===== config.mk =====
export PLATFORM = sky130hd
export DESIGN_NAME = adder52_17_arbiter
export DESIGN_NICKNAME = d
export VERILOG_FILES = /design/src/rtl/adder52_17_arbiter.sv
export SDC_FILE = /design/constraint.sdc
export NUM_CORES = 1
export LEC_CHECK = 0
export CORE_ASPECT_RATIO = 0.8
export CORE_MARGIN = 2
export CORE_UTILIZATION = 38
export CTS_CLUSTER_DIAMETER = 150
export CTS_CLUSTER_SIZE = 14
export DETAILED_ROUTE_END_ITERATION = 6
export MAX_ROUTING_LAYER = met4
export PLACE_DENSITY_LB_ADDON = 0.1
export SKIP_CTS_REPAIR_TIMING = 1
export SYNTH_ARGS = -nofsm -noshare
export SYNTH_HDL_FRONTEND = slang
export SYNTH_SLANG_ARGS = --single-unit

===== constraint.sdc =====
create_clock -name clk -period 8.9 [get_ports clk]
set_input_delay 1.78 -clock clk [delete_from_list [all_inputs] [get_ports clk]]
set_output_delay 1.78 -clock clk [all_outputs]
set_load 0.02 [all_outputs]

===== src/rtl/adder52_17_arbiter.sv =====
// adder52_17_arbiter
// Shares one A + zero-extended B adder between two requesters with round-robin
// arbitration. There is a single registered result slot. The slot returns its
// result only to the requester that owns it.
module adder52_17_arbiter #(
    parameter int A_W = 52,
    parameter int B_W = 35
) (
    input  logic             clk,
    input  logic             rst,
    input  logic             req0_valid,
    output logic             req0_ready,
    input  logic [A_W-1:0]   req0_a,
    input  logic [B_W-1:0]   req0_b,
    input  logic             req1_valid,
    output logic             req1_ready,
    input  logic [A_W-1:0]   req1_a,
    input  logic [B_W-1:0]   req1_b,
    output logic             rsp0_valid,
    input  logic             rsp0_ready,
    output logic [A_W:0]     rsp0_sum,
    output logic             rsp1_valid,
    input  logic             rsp1_ready,
    output logic [A_W:0]     rsp1_sum,
    output logic             busy
);

    localparam int SUM_W = A_W + 1;

    // Unsigned add. B is zero-extended and the carry-out lands in the top bit.
    function automatic logic [SUM_W-1:0] add_ab(
        input logic [A_W-1:0] a,
        input logic [B_W-1:0] b
    );
        add_ab = {1'b0, a} + {{(SUM_W-B_W){1'b0}}, b};
    endfunction

    // Slot state. The per-owner valid bits encode EMPTY / FULL(0) / FULL(1).
    logic             rsp0_valid_r;
    logic             rsp1_valid_r;
    logic [SUM_W-1:0] rsp0_sum_r;
    logic [SUM_W-1:0] rsp1_sum_r;
    logic             busy_r;
    logic             last_grant_r;

    logic             drain_s;
    logic             can_accept_s;
    logic             grant_valid_s;
    logic             grant_s;
    logic             accept_s;
    logic [A_W-1:0]   sel_a_s;
    logic [B_W-1:0]   sel_b_s;
    logic [SUM_W-1:0] sum_s;

    // The owner takes the result this cycle, so the slot can be refilled with no bubble.
    assign drain_s      = (rsp0_valid_r & rsp0_ready) | (rsp1_valid_r & rsp1_ready);
    assign can_accept_s = ~busy_r | drain_s;

    // Round-robin pick. On contention, the requester not granted last time wins.
    always_comb begin
        grant_valid_s = 1'b0;
        grant_s       = 1'b0;
        case ({req1_valid, req0_valid})
            2'b01: begin
                grant_valid_s = 1'b1;
                grant_s       = 1'b0;
            end
            2'b10: begin
                grant_valid_s = 1'b1;
                grant_s       = 1'b1;
            end
            2'b11: begin
                grant_valid_s = 1'b1;
                grant_s       = ~last_grant_r;
            end
            default: begin
                grant_valid_s = 1'b0;
                grant_s       = 1'b0;
            end
        endcase
    end

    assign accept_s   = can_accept_s & grant_valid_s;
    assign req0_ready = accept_s & ~grant_s;
    assign req1_ready = accept_s & grant_s;

    // Route the winning requester's operands into the single shared adder.
    always_comb begin
        sel_a_s = {A_W{1'b0}};
        sel_b_s = {B_W{1'b0}};
        if (grant_s) begin
            sel_a_s = req1_a;
            sel_b_s = req1_b;
        end else begin
            sel_a_s = req0_a;
            sel_b_s = req0_b;
        end
    end

    assign sum_s = add_ab(sel_a_s, sel_b_s);

    // Result slot. Load on accept, clear on drain, otherwise hold for a stalled owner.
    always_ff @(posedge clk or posedge rst) begin
        if (rst) begin
            rsp0_valid_r <= 1'b0;
            rsp1_valid_r <= 1'b0;
            rsp0_sum_r   <= {SUM_W{1'b0}};
            rsp1_sum_r   <= {SUM_W{1'b0}};
            busy_r       <= 1'b0;
            last_grant_r <= 1'b1;
        end else if (accept_s) begin
            rsp0_valid_r <= ~grant_s;
            rsp1_valid_r <= grant_s;
            rsp0_sum_r   <= grant_s ? {SUM_W{1'b0}} : sum_s;
            rsp1_sum_r   <= grant_s ? sum_s : {SUM_W{1'b0}};
            busy_r       <= 1'b1;
            last_grant_r <= grant_s;
        end else if (drain_s) begin
            rsp0_valid_r <= 1'b0;
            rsp1_valid_r <= 1'b0;
            rsp0_sum_r   <= {SUM_W{1'b0}};
            rsp1_sum_r   <= {SUM_W{1'b0}};
            busy_r       <= 1'b0;
            last_grant_r <= last_grant_r;
        end else begin
            rsp0_valid_r <= rsp0_valid_r;
            rsp1_valid_r <= rsp1_valid_r;
            rsp0_sum_r   <= rsp0_sum_r;
            rsp1_sum_r   <= rsp1_sum_r;
            busy_r       <= busy_r;
            last_grant_r <= last_grant_r;
        end
    end

    assign rsp0_valid = rsp0_valid_r;
    assign rsp1_valid = rsp1_valid_r;
    assign rsp0_sum   = rsp0_sum_r;
    assign rsp1_sum   = rsp1_sum_r;
    assign busy       = busy_r;

endmodule


==> impl_results.md <==
- Status: finished, final reports clean
- Worst setup margin: between 2 and 2.5 ns
- Syn Area/Cell: 8.60 um^2
- Die span in x: 157 um
- Gr usage total: 0.236
- Sw frac: 0.430
- CTS tree: built
- DR pass1 iterations: 5
- Tcrit/Tclk final: 0.726
- Most frequent CP cell: clkdlybuf4s50_1
- DRC Markers: 0
- Setup Skew: about 0.0073 ns
- Drt wl/cell: about 17 um
- Ports: ~290
- Critical Setup Path Class: input pin to output port
- Clock share of power: 0.132
- Largest net degree at the start of global routing: between 100 and 150
- Clock root cell: clkbuf_16
- Final ANT Viol Nets: 0
- Worst EP required: around 7.1 ns
- Post-synth EDFFs: 0
- Initial antenna violation count: 0
- Final setup vio count: 0
- Synth unique cells: 56
- RSZ-0062 raised after global routing: false
- Placed wire-length estimate: 16.9 mm
- Slew Viols, Final: 0
- # rows: between 40 and 50
- Slowest CP cell: and2_2
- Die ar.: between 15000 and 20000 um^2
- TritonCTS Sinks: 110
- Post-Syn Instances: between 800 and 900
- #FFs+latches synth: 110
- Comb pwr share: 0.595
- Hold Path Cell Cnt: 2
- Clock Latency Late Sink: between 0.3 and 0.4 ns
- Worst-path maximum fanout: 44
- Vias in the first global route: ~6800
- Layout cells sized above 1: 0.0485
- Cell Chain, Critical Path: clkdlybuf4s50_1 -> and2_2 -> buf_4 -> nand2_1 -> inv_2 -> clkdlybuf4s50_1
- H-tree depth: 3
- Bufs on Longest Clock Path: 2
- FF+latch area: about 2800 um^2
- Syn_nets: between 1000 and 1500
- Gpl congestion: between 0.8 and 0.9
- CTS Buf Count: 9
- Max incr delay on CP: roughly 0.66 ns
- Initial core utilization: 0.390
- Warnings from Yosys: 0
- CORE AREA: about 18000 um^2
- Crit path time final: 6.46 ns
- Slew HR: 0.234
- Worst reg2reg path depth: 16
- TNS Setup: 0 ns
- Port-buffer cells: between 200 and 300
- Peak Freq: 155 MHz
- Post-Place Setup Slack: around 2.4 ns
- Via Count: ~7000
- Remaining Overflow, GRT: 0
- Sw Pwr: 1.28 mW
- CP endpoint kind: output port
- Total routed wirelength: approximately 23 mm
- Netlist area before placement: between 7000 and 8000 um^2
- Hold crit path type: flop to flop
- Initial DRC count: roughly 410
- Top FF cell, synth: dfrtp_1
- Global-route wire length before repair: 35.9 mm
- Max-cap violations: 0
- Nets: ~1300
- Least-Margin Pin Slew: roughly 1.1 ns
- FFs w/ async S/R, synth: 1.00
- Die height: 126 um
- Clock slew at reported path FFs: about 0.070 ns
- Peak VDD IR: 0.148 mV
- Int Power: about 1.7 mW
- Layout fillers: approximately 1600
- Family with the most delay on the worst path: buffers and inverters
- Worst Path Buf+Inv: 4
- Number of cells on the critical path: 6
- Static Leak: about 4.8 nW
- Crit start category: input pin
- Multi-input combinational cell area: 4140 um^2
- N_diodes: 0
- Layout area overhead: 47.6%
- CP Data Arrival Time: 4.68 ns
- Drt via density: 5.19
- Sequential Power Share: 0.273
- Final hold vios: 0
- Seq/Total Area, Yosys: 0.387
- Power density cells: approximately 280 nW/um^2
[synthesized netlist by cell type (all sizes together) (3+ instances only)]
cell type	count	area share
a211oi	6	0.0070
a21o	12	0.013
a21oi	33	0.024
a22o	94	0.12
a31oi	8	0.0070
and3	3	0.0026
buf	7	0.0042
clkbuf	39	0.021
dfrtp	109	0.38
ha	35	0.062
inv	15	0.0079
mux2i	15	0.021
nand2	257	0.14
nand2b	5	0.0047
nand3	16	0.012
nand4	5	0.0044
nor2	23	0.012
nor2b	5	0.0047
nor3	11	0.0091
nor4	4	0.0062
o21a	4	0.0042
o21ai	35	0.026
o21bai	6	0.0063
or2	4	0.0035
xnor2	37	0.046
xor2	14	0.017
[kinds of logic (layout without fill, tap and decap cells)]
| family | Yosys count | count (layout) | synth area share |
|---|---|---|---|
| and+or+nand+nor | 342 | 342 | 0.205 |
| AOI/OAI and AO/OA | 212 | 212 | 0.227 |
| DFF | 110 | 110 | 0.387 |
| buffers and inverters | 61 | 327 | 0.0327 |
| xor gates and xnor gates | 51 | 51 | 0.0628 |
| adders and majority gates | 36 | 36 | 0.0644 |
| muxes | 15 | 15 | 0.0211 |
[placed cells by master (no fill, tap or decap), drive strengths merged, types with 4 or more instances in the layout]
cell / netlist / routed
or2: 4 / 4
a21o: 12 / 12
a31oi: 8 / 8
clkdlybuf4s50: 0 / 290
inv: 15 / 17
nor3: 11 / 11
o21a: 4 / 4
nand2b: 5 / 5
buf: 7 / 6
o21bai: 6 / 6
clkbuf: 39 / 10
ha: 35 / 35
a21oi: 33 / 33
nor2b: 5 / 5
nand3: 16 / 16
mux2i: 15 / 15
nand2: 257 / 257
o21ai: 35 / 35
a22o: 94 / 94
xor2: 14 / 14
nand4: 5 / 5
nor4: 4 / 4
nor2: 23 / 23
dfrtp: 109 / 109
xnor2: 37 / 37
a211oi: 6 / 6
[power by group through the flow]
stage,clock network [mW],logic (mW),registers (mW)
floorplan,0,0.820,1.04
global placement,0,1.75,0.816
detailed placement,0,1.76,0.816
CTS,0.404,1.77,0.809
global route,0.424,1.90,0.834
finish,0.392,1.76,0.808
[worst min-delay path: cells and delay by family (launching register included)]
| kind | cells | cell delay [ns] |
|---|---|---|
| flip-flops | 1 | 0.34 |
| AO/OA/AOI/OAI | 1 | 0.06 |
| AND/OR/NAND/NOR | 1 | 0.04 |
[flip-flops by register name, indices dropped and copies added, names as in the netlist]
name,count
rsp0_valid,1
rsp0_sum,53
last_grant_r,1
rsp1_valid,1
rsp1_sum,53
busy,1
[final timing paths]
check / startpoint / endpoint / slack, ns
worst max-delay path: req1_valid / req1_ready / 2.44
worst min-delay path: rsp1_sum[16] / rsp1_sum[16] / 0.48
worst max register to register: last_grant_r / rsp1_sum[46] / 4.34
worst min register to register: rsp1_sum[16] / rsp1_sum[16] / 0.48
max in group asynchronous: rst / rsp0_sum[29] / 5.82
min in group asynchronous: rst / rsp0_valid / 1.85
[layout make-up]
class	count	share of cell area
Clock buffer	10	0.0228
Clock inverter	6	0.00417
Inverter	15	0.00560
Multi-Input combinational cell	656	0.395
Sequential cell	110	0.262
Tap cell	253	0.0301
Timing Repair Buffer	296	0.281
[per-layer routing]
metal	wire [um]	GRT usage
met1	10800	0.322
met2	10100	0.365
met3	1530	0.0489
met4	252	0.0470
met5	0	-
[stage by stage]
stage / std cells / hold slack, ns / instance area [um^2] / power [mW] / util
2_1_floorplan: 827 / 0.509 / 7110 / 1.86 / -
3_3_place_gp: 1330 / 0.462 / 10200 / 2.56 / 0.561
3_5_place_dp: 1330 / 0.470 / 10200 / 2.58 / 0.561
4_1_cts: 1346 / 0.487 / 10500 / 2.98 / 0.576
5_1_grt: 1346 / 0.516 / 10500 / 3.16 / 0.576
6_report: 1346 / 0.480 / 10500 / 2.96 / 0.576
Power figures use the tool's default switching activity.
